`src/rtl/truth_table_sweeper.sv`:
```
// ---------------------------------------------------------------------------
// truth_table_sweeper
//
// Stimulus/response engine for a small combinational block with N_IN inputs
// and one output. On start it steps drv through 0 .. 2**N_IN-1. It holds each
// vector for SETTLE+1 cycles and samples dut_y on the last of those cycles.
// From the samples it builds the observed truth table tt and compares it
// bit-by-bit against EXPECTED.
//
// Ports
//   clk            : clock, rising edge active
//   rst_n          : asynchronous active-low reset
//   start          : sweep request, only looked at while idle
//   dut_y          : DUT output, combinational from drv
//   drv            : DUT input vector (drv[N_IN-1] is the MSB input "a")
//   busy           : sweep in progress
//   done           : one-cycle pulse when the last vector has been sampled
//   tt             : observed truth table, bit i = sampled y for drv == i
//   pass           : tt matched EXPECTED (valid from done onward)
//   mismatch_count : number of vectors whose sample differed from EXPECTED
//   fail_valid     : at least one mismatch seen in the current/last sweep
//   first_fail_idx : lowest mismatching vector (valid when fail_valid)
// ---------------------------------------------------------------------------
module truth_table_sweeper #(
    parameter int                 N_IN     = 3,
    parameter int                 SETTLE   = 2,
    parameter logic [2**N_IN-1:0] EXPECTED = 8'hA5
) (
    input  logic                clk,
    input  logic                rst_n,
    input  logic                start,
    input  logic                dut_y,
    output logic [N_IN-1:0]     drv,
    output logic                busy,
    output logic                done,
    output logic [2**N_IN-1:0]  tt,
    output logic                pass,
    output logic [N_IN:0]       mismatch_count,
    output logic                fail_valid,
    output logic [N_IN-1:0]     first_fail_idx
);

    localparam logic [N_IN-1:0] LAST_IDX   = {N_IN{1'b1}};
    localparam logic [3:0]      SETTLE_CNT = 4'(SETTLE);

    typedef enum logic [1:0] {
        IDLE = 2'd0,
        RUN  = 2'd1,
        DONE = 2'd2
    } state_t;

    state_t               state, state_nxt;
    logic [3:0]           cnt, cnt_nxt;
    logic [N_IN-1:0]      idx, idx_nxt;
    logic                 busy_nxt;
    logic                 done_nxt;
    logic [2**N_IN-1:0]   tt_nxt;
    logic                 pass_nxt;
    logic [N_IN:0]        mc_nxt;
    logic                 fv_nxt;
    logic [N_IN-1:0]      ffi_nxt;

    // Sample-edge comparison and the count including the current sample;
    // the final pass decision needs the updated count, not the registered one.
    logic                 sample_miss;
    logic [N_IN:0]        mc_after;

    assign sample_miss = (dut_y != EXPECTED[idx]);
    assign mc_after    = mismatch_count + (N_IN+1)'(sample_miss);

    // The vector index doubles as the DUT drive; it is held through DONE and
    // IDLE until the next sweep clears it.
    assign drv = idx;

    always_ff @(posedge clk or negedge rst_n) begin
        if (!rst_n) begin
            state          <= IDLE;
            cnt            <= '0;
            idx            <= '0;
            busy           <= 1'b0;
            done           <= 1'b0;
            tt             <= '0;
            pass           <= 1'b0;
            mismatch_count <= '0;
            fail_valid     <= 1'b0;
            first_fail_idx <= '0;
        end else begin
            state          <= state_nxt;
            cnt            <= cnt_nxt;
            idx            <= idx_nxt;
            busy           <= busy_nxt;
            done           <= done_nxt;
            tt             <= tt_nxt;
            pass           <= pass_nxt;
            mismatch_count <= mc_nxt;
            fail_valid     <= fv_nxt;
            first_fail_idx <= ffi_nxt;
        end
    end

    always_comb begin
        state_nxt = state;
        cnt_nxt   = cnt;
        idx_nxt   = idx;
        busy_nxt  = busy;
        done_nxt  = 1'b0;
        tt_nxt    = tt;
        pass_nxt  = pass;
        mc_nxt    = mismatch_count;
        fv_nxt    = fail_valid;
        ffi_nxt   = first_fail_idx;

        case (state)
            IDLE: begin
                if (start) begin
                    state_nxt = RUN;
                    cnt_nxt   = SETTLE_CNT;
                    idx_nxt   = '0;
                    busy_nxt  = 1'b1;
                    tt_nxt    = '0;
                    pass_nxt  = 1'b0;
                    mc_nxt    = '0;
                    fv_nxt    = 1'b0;
                    ffi_nxt   = '0;
                end
            end

            RUN: begin
                if (cnt != 4'd0) begin
                    cnt_nxt = cnt - 4'd1;
                end else begin
                    tt_nxt[idx] = dut_y;
                    mc_nxt      = mc_after;
                    // Only the first mismatch of a sweep is recorded.
                    if (sample_miss && !fail_valid) begin
                        fv_nxt  = 1'b1;
                        ffi_nxt = idx;
                    end
                    if (idx == LAST_IDX) begin
                        state_nxt = DONE;
                        busy_nxt  = 1'b0;
                        done_nxt  = 1'b1;
                        pass_nxt  = (mc_after == '0);
                    end else begin
                        idx_nxt = idx + 1'b1;
                        cnt_nxt = SETTLE_CNT;
                    end
                end
            end

            // One-cycle stop so done is a single pulse and start is ignored.
            DONE: begin
                state_nxt = IDLE;
            end

            default: begin
                state_nxt = IDLE;
            end
        endcase
    end

endmodule

```
`config.mk`:
```
export PLATFORM = sky130hd
export DESIGN_NAME = truth_table_sweeper
export DESIGN_NICKNAME = d
export VERILOG_FILES = /design/src/rtl/truth_table_sweeper.sv
export SDC_FILE = /design/constraint.sdc
export NUM_CORES = 1
export LEC_CHECK = 0
export CORE_MARGIN = 3
export CORE_UTILIZATION = 40
export DETAILED_ROUTE_END_ITERATION = 8
export PLACE_DENSITY = 0.66
export SYNTH_ARGS = -nofsm -noshare
export SYNTH_HDL_FRONTEND = slang
export SYNTH_SLANG_ARGS = --single-unit
```
`constraint.sdc`:
```
create_clock -name clk -period 3.21 [get_ports clk]
set_input_delay 0.321 -clock clk [delete_from_list [all_inputs] [get_ports clk]]
set_output_delay 0.321 -clock clk [all_outputs]
set_load 0.01 [all_outputs]
```
[Word-level counts from Yosys, hierarchy flattened]
Memories as Yosys holds them, arrays and structs flattened.
Cells that the tools add are included.
Word-level totals
  bits in registers: 28
  memory bits (read-only): 8
  bits of input ports: 4
  output and inout bits: 22
  word-level logic and storage cells: 77
  memories: 1
Operators by class
  add/subtract/negate cells: 3
  magnitude comparators: 2
  equality and inequality tests: 9
  muxes and demuxes: 39
  reduce and logical (&&, ||, !) cells: 13
Memory list
  (name not given): depth 8, bits a word 1, rd ports 1, clocked after Yosys merged registers in 0, write ports 0, RTL line 68  | assign sample_miss = (dut_y != EXPECTED[idx]);
Operator list (count)
  4-bit two-way mux: 5
  8-bit two-way mux: 2
  4-bit case mux with 2 select lines: 2
  8-bit case mux with 2 select lines: 1
  3-bit two-way mux: 5
  1-bit two-way mux: 13
  3-bit case mux with 2 select lines: 2
  4-bit AND reduction: 3
  2-bit != test (second input constant): 5
  3-bit AND reduction: 3
  8-bit bitwise mux: 1
  2-bit two-way mux: 3
  1-bit case mux with 2 select lines: 3
  4-bit by 1-bit adder with 4-bit output: 1
  4-bit zero test: 1
  3-bit by 4-bit less-than comparator with 1-bit output (second input constant): 1
  2-bit case mux with 2 select lines: 1
  4-bit nonzero test: 1
  4-bit by 1-bit subtractor with 4-bit output (second input constant): 1
  3-bit by 1-bit adder with 3-bit output (second input constant): 1
  1-bit demux with 3-bit select: 1
  3-bit == test (second input constant): 1
  3-bit by 1-bit >= comparator with 1-bit output (second input constant): 1
  3-bit != test (second input constant): 1
  other kinds (6): 7

[Logic depth before layout (Yosys ltp)]
Gate-level depths: netlist of the first run.
  depth in word-level cells: 8
  mapped depth: 7
  gate-level depth less buffers: 6

[Worst setup path before layout of the first run]
Ideal clock, no wire load.
  path type: register to register
  start point: reg idx[0] (netlist: drv[0])
  end point: reg pass
  library setup time: 0.082 ns
  arrival time: 2.035 ns
  data required time: 3.128 ns
  slack: 1.093 ns
  cell stages (with the launch flop): 7
  buffers on the path: 0
  clock period less this slack: 2.117 ns
  path through: dfrtp_1 > xnor3_1 > ha_1 > ha_1 > xor2_1 > or4_1 > o22ai_1
Between the ends
  longest elaborated chain between the ends: 8
  elaborated cells on any way between the ends: 11
  classes of those cells: add/sub: 1; eq/ne: 3; mux: 4; reduce/logical: 2; memory: 1
RTL lines
  from (decl): RTL line 54  | logic [N_IN-1:0] idx, idx_nxt;
  from (signal assigned): RTL line 90  | idx <= idx_nxt;
  memory read 8 x 1 bit
  1-bit two-way mux (implied by the code): RTL line 68
  1-bit != test: RTL line 68
  4-bit by 1-bit adder with 4-bit output: RTL line 69  | assign mc_after = mismatch_count + (N_IN+1)'(sample_miss);
  4-bit zero test: RTL line 143  | pass_nxt = (mc_after == '0);
  1-bit two-way mux: RTL line 139  | if (idx == LAST_IDX) begin
  1-bit two-way mux: RTL line 129  | if (cnt != 4'd0) begin
  1-bit case mux with 2 select lines: RTL line 113  | case (state)
  to (signal assigned): RTL line 94  | pass <= pass_nxt;
  to (decl): RTL line 37  | output logic pass,
Several ways; a longest one is shown, not always the timed one. The select of a mux whose other input is x is not followed.
A chain may end at the register's enable or synchronous reset.

[Worst setup path after layout of the first run]
Ends and elaborated chain as after synthesis.

==> impl_metrics.env, run 1 <==
export IMPL_crit_chain="xnor3_1 -> ha_1 -> ha_1 -> xor2_1 -> or4_1 -> o22ai_1"
export IMPL_critPathMaxFanout=15
export IMPL_clock_latency_ns=0.27
export IMPL_critPathMaxStageDelay_ns=0.62
export IMPL_hold_path_class="input port to asynchronous set/reset pin"
export IMPL_switching_share_pct=37.9
export IMPL_slowest_stage="dfrtp_1"
export IMPL_peakVddDrop_v=0.000338
export IMPL_crit_required_ns=3.41
export IMPL_cap_violations=0
export IMPL_max_freq_ghz=0.401
export IMPL_hold_viol_final=0
export IMPL_wl_microns=3010
export IMPL_route_detailed_drc=0
export IMPL_dpl_hpwl_microns=2270
export IMPL_syn_instance_count=139
export IMPL_end_kind="register"
export IMPL_via_per_inst=5.43
export IMPL_fill_cells=310
export IMPL_cts_sinks=28
export IMPL_cts_root_buffer="clkbuf_8"
export IMPL_coreArea_sq_mm=0.00344
export IMPL_critPathTopFamily="XOR/XNOR gates"
export IMPL_grt_pass1_vias=1079
export IMPL_cts_setup_buffers=0
export IMPL_rows=21
export IMPL_gp_congestion=0.864
export IMPL_grt_max_degree=29
export IMPL_internal_power_uw=1030
export IMPL_synth_xor_area_share_pct=3.33
export IMPL_worst_path_most_repeated_cell="ha_1"
export IMPL_grt_pass1_wl_microns=5110
export IMPL_yosysSeqAreaShare_pct=47.8
export IMPL_r2r_start="drv[0]"
export IMPL_synth_avg_cell_area_sq_um=10.5
export IMPL_rsz0062_at_grt="false"
export IMPL_grt_use_total_pct=15.0
export IMPL_p_switching_uw=628
export IMPL_synth_top_area_share_pct=47.8
export IMPL_cts_htree_levels=1
export IMPL_yosysTopAreaCell="dfrtp_1"
export IMPL_status="finished, final reports clean"
export IMPL_synth_cell_types=41
export IMPL_slew_limit_headroom_pct=57.5
export IMPL_fin_tns_setup_ns=0
export IMPL_skew_ns=0.00235
export IMPL_leakage_uw=0.000809
export IMPL_final_setup_viol_count=0
export IMPL_drt_pre_antenna_iters=4
export IMPL_fp_dieW_microns=66.5
export IMPL_drtIter0Drc=63
export IMPL_critical_path_buf_inv_count=0
export IMPL_fin_nets=175
export IMPL_drive_gt1_share_pct=8.59
export IMPL_ios=26
export IMPL_vias=1135
export IMPL_cts_made_buffers=3
export IMPL_ant_nets=0
export IMPL_fin_crit_sh_pct=77.7
export IMPL_period_needed_ns=2.49
export IMPL_synth_compound_area_share_pct=22.2
export IMPL_cts_tree="done"
export IMPL_syn_nets=149
export IMPL_slew_viol_final=0
export IMPL_ys_top_cells_by_area="dfrtp_1, ha_1, o21ai_1"
export IMPL_timing_final_ws_setup_ns=0.715
export IMPL_synth_top_family_by_area="compound AO/OA/AOI/OAI gates"
export IMPL_power_frac_clock_pct=11.3
export IMPL_dieHeight_microns=66.5
export IMPL_holdBufCountCts=0
export IMPL_insertedDiodeCount=0
export IMPL_critPathKind="register to register"
export IMPL_power_frac_seq_pct=39.4
export IMPL_ys_warn_count=0
export IMPL_wl_per_cell_microns=14.4
export IMPL_dieArea_sq_mm=0.00442
export IMPL_startpoint="drv[0]"
export IMPL_clk_transition_reported_paths_ns=0.09
export IMPL_clock_path_buffers=2
export IMPL_synth_mux_area_share_pct=2.39
export IMPL_critPathLaunchType="register"
export IMPL_power_density_mw_per_mm2=927
export IMPL_post_cts_resize_count=0
export IMPL_area_growth_synth_to_final_pct=21.8
export IMPL_io_buffers=25
export IMPL_tightest_slew_ns=0.635
export IMPL_antenna_found_initial=0
export IMPL_crit_arrival_ns=2.69
export IMPL_netlist_area_sq_mm=0.00147
export IMPL_yosys_area_share_adder_pct=5.12
export IMPL_pwr_share_comb_pct=49.3
export IMPL_synthSimpleGateAreaFrac_pct=13.5
export IMPL_preCtsSetupSlack_ns=0.732
export IMPL_grt_ovfl_total=0
export IMPL_synth_seq_cells=28
export IMPL_initial_core_util_pct=42.6
-- cells in the mapped netlist, drive strengths merged --
cell    number
dfrtp       28
o21ai       17
inv         10
a21oi        8
nor2         8
nand2        7
ha           6
a31oi        4
buf          4
o21a         4
o31ai        4
a22o         3
a32o         3
nand2b       3
nor3b        3
a21o         2
and4bb       2
clkbuf       2
mux2i        2
nand3        2
nor2b        2
xnor2        2
a211oi       1
mux2         1
nand4        1
nand4b       1
nor3         1
o211ai       1
o21bai       1
o22ai        1
or3          1
or4          1
or4b         1
xnor3        1
xor2         1
-- worst paths after layout --
check / endpoint / slack, ns / cells past startpoint
setup / recovery: pass / 0.72 / 6
hold / removal: first_fail_idx[2] / 0.43 / 2
setup reg to reg: pass / 0.72 / 6
hold reg to reg: tt[0] / 0.51 / 2
max in group asynchronous: tt[4] / 2.53 / 2
min in group clk: tt[0] / 0.51 / 2
-- logic make-up after synthesis --
group           after synthesis
compound gates               49
xor+xnor                      4
fa+ha+maj                     6
buf+inv                      16
flops                        28
mux                           3
simple gates                 33
-- cell type report --
class,count,area (sq um),area share (%)
multi-input combinational,95,682,38.2
timing repair buffer,27,265,14.9
sequential,28,701,39.3
tap,46,57.6,3.23
clock buffer,3,41.3,2.31
inverter,10,37.5,2.10
-- power groups by stage --
stage	Sequential, uW	Combinational, uW	Clock, uW
6_report	652	815	187
5_1_grt	679	899	210
4_1_cts	652	823	194
3_5_place_dp	658	823	0
3_3_place_gp	651	804	0
2_1_floorplan	647	502	0
-- through the flow --
| stage | area (sq um) | instances | util, % | hold slack (ns) | power [uW] |
|---|---|---|---|---|---|
| global route | 1780 | 209 | 51.8 | 0.458 | 1790 |
| floorplan | 1470 | 139 | - | 0.0254 | 1150 |
| detailed placement | 1740 | 206 | 50.6 | 0.486 | 1480 |
| finish | 1780 | 209 | 51.8 | 0.426 | 1650 |
| global placement | 1740 | 206 | 50.6 | 0.479 | 1450 |
| CTS | 1780 | 209 | 51.8 | 0.440 | 1670 |
-- sequential cells by signal (all words and copies together), names as in the netlist --
register,cells
mismatch_count,4
tt,8
busy,1
cnt,4
done,1
first_fail_idx,3
pass,1
fail_valid,1
drv,3
state,2
-- routing by layer --
metal | track usage (%) | share of wire (%)
met1 | 20.7 | 48
met2 | 23.3 | 47
met3 | 2.02 | 3.4
met4 | 6.85 | 2.2
met5 | 0 | 0
-- cells in the final DEF, fill, tap and decap left out, types with 3 or more instances in the layout --
cell	synthesis	layout
nand2_1	7	7
nor2_1	8	8
inv_1	10	10
o21ai_1	9	9
nand2b_1	3	3
a31oi_1	4	4
clkbuf_8	0	3
o21ai_0	8	8
o31ai_1	4	4
dfrtp_1	28	28
o21a_1	4	4
a32o_1	3	3
a21oi_1	6	6
ha_1	6	6
clkdlybuf4s50_1	0	25
(Power assumes the default switching activity.)
==> run 2, diff against run 1 <==
PLACE_DENSITY = 0.69   (was 0.66)
clock period = 2.2 ns   (was 3.21 ns; I/O delays follow)
==> impl_metrics.env, run 2 (synthesis results as in run 1) <==
export IMPL_area_growth_synth_to_final_pct=26.9
export IMPL_fp_dieW_microns=66.5
export IMPL_dpl_hpwl_microns=2390
export IMPL_insertedDiodeCount=0
export IMPL_slew_viol_final=0
export IMPL_vias=1200
export IMPL_layout_commonest_cell="dfrtp_1"
export IMPL_critPathMaxStageDelay_ns=0.48
export IMPL_via_per_inst=5.48
export IMPL_grt_max_degree=29
export IMPL_cts_htree_levels=1
export IMPL_peakVddDrop_v=0.000637
export IMPL_cap_violations=0
export IMPL_cts_tree="done"
export IMPL_fin_tns_setup_ns=0
export IMPL_drt_pre_antenna_iters=4
export IMPL_drive_gt1_share_pct=13.9
export IMPL_io_buffers=25
export IMPL_critPathKind="register to register"
export IMPL_layout_common_cells="dfrtp_1, clkdlybuf4s50_1, buf_4"
export IMPL_leakage_uw=0.000859
export IMPL_wl_microns=3190
export IMPL_holdBufCountCts=0
export IMPL_rsz0062_at_grt="false"
export IMPL_slew_limit_headroom_pct=58.0
export IMPL_crit_arrival_ns=2.28
export IMPL_route_detailed_drc=0
export IMPL_grt_ovfl_total=0
export IMPL_clk_transition_reported_paths_ns=0.09
export IMPL_grt_pass1_vias=1153
export IMPL_cts_setup_buffers=0
export IMPL_max_freq_ghz=0.481
export IMPL_post_cts_resize_count=0
export IMPL_grt_pass1_wl_microns=5350
export IMPL_cts_sinks=28
export IMPL_clock_path_buffers=2
export IMPL_skew_ns=0.00632
export IMPL_largest_register_ffs=8
export IMPL_fin_area_sq_mm=0.00186
export IMPL_fin_nets=185
export IMPL_grt_use_total_pct=15.7
export IMPL_slowest_stage="or4_1"
export IMPL_crit_chain="xnor3_1 -> ha_1 -> ha_1 -> xor2_1 -> or4_1 -> o22ai_1"
export IMPL_fin_crit_sh_pct=94.4
export IMPL_dieHeight_microns=66.5
export IMPL_ant_nets=0
export IMPL_wl_per_cell_microns=14.6
export IMPL_coreArea_sq_mm=0.00344
export IMPL_power_density_mw_per_mm2=1350
export IMPL_crit_required_ns=2.40
export IMPL_clock_latency_ns=0.27
export IMPL_rows=21
export IMPL_hold_path_class="input port to asynchronous set/reset pin"
export IMPL_cts_root_buffer="clkbuf_8"
export IMPL_tightest_slew_ns=0.630
export IMPL_drtIter0Drc=89
export IMPL_hold_viol_final=0
export IMPL_place_area_sq_mm=0.00182
export IMPL_period_needed_ns=2.08
export IMPL_antenna_found_initial=0
export IMPL_end_kind="register"
export IMPL_dieArea_sq_mm=0.00442
export IMPL_ios=26
export IMPL_final_setup_viol_count=0
export IMPL_critPathLaunchType="register"
export IMPL_reg_top3="tt: 8 flops, cnt: 4 flops, mismatch_count: 4 flops"
export IMPL_gp_congestion=0.836
export IMPL_worst_path_most_repeated_cell="ha_1"
export IMPL_largest_register="tt"
export IMPL_status="finished, final reports clean"
export IMPL_initial_core_util_pct=42.6
export IMPL_critPathMaxFanout=2
export IMPL_cts_made_buffers=3
## run 2: changes by cell type in the layout (fill, tap and decap cells not counted)
cell   before  now
buf_4       2   12
## run 2: area by class of cell
type / instances / area (sq um)
sequential: 28 / 701
clock buffer: 3 / 41.3
multi-input combinational: 95 / 682
tap: 46 / 57.6
inverter: 10 / 37.5
fill: 308 / 1580
timing repair buffer: 37 / 340
## run 2: routing by layer
layer / part of all wire (%) / vias up / GRT usage, %
met1: 46 / 595 / 20.4
met2: 49 / 30 / 25.9
li1: - / 573 / -
met5: 0 / - / 0
met4: 0.78 / 0 / 5.84
met3: 3.9 / 2 / 2.87
## run 2: final timing paths
kind | start | to | slack (ns) | cells after the start
setup / recovery | drv[0] | pass | 0.12 | 6
hold / removal | rst_n | state[0] | 0.31 | 2
setup reg to reg | drv[0] | pass | 0.12 | 6
hold reg to reg | tt[0] | tt[0] | 0.50 | 2
max in group asynchronous | rst_n | first_fail_idx[0] | 1.61 | 2
min in group clk | tt[0] | tt[0] | 0.50 | 2
## run 2: worst max-delay path: cells and delay by family, from the launching register on
kind / cells / cell delay (ns)
AO/OA/AOI/OAI: 1 / 0.13
XOR/XNOR: 2 / 0.59
adder cells (fa/ha/maj): 2 / 0.46
flip-flops: 1 / 0.36
AND/OR/NAND/NOR: 1 / 0.48
## run 2: stage by stage
step	worst slack, ns	power (uW)	utilization [%]	std cells	hold slack [ns]
finish	0.122	2510	54.0	219	0.315
global route	0.0232	2710	54.0	219	0.359
CTS	0.124	2530	54.0	219	0.330
detailed placement	-0.0673	2260	52.8	216	0.481
global placement	-0.0171	2200	52.8	216	0.470
floorplan	0.0832	1680	-	139	-0.0756
## run 2: power by group
part / total, uW / switching [uW] / leakage [uW] / internal [uW]
Clock: 272 / 149 / 0.0000216 / 123
Combinational: 1370 / 642 / 0.000481 / 732
Sequential: 866 / 148 / 0.000357 / 718
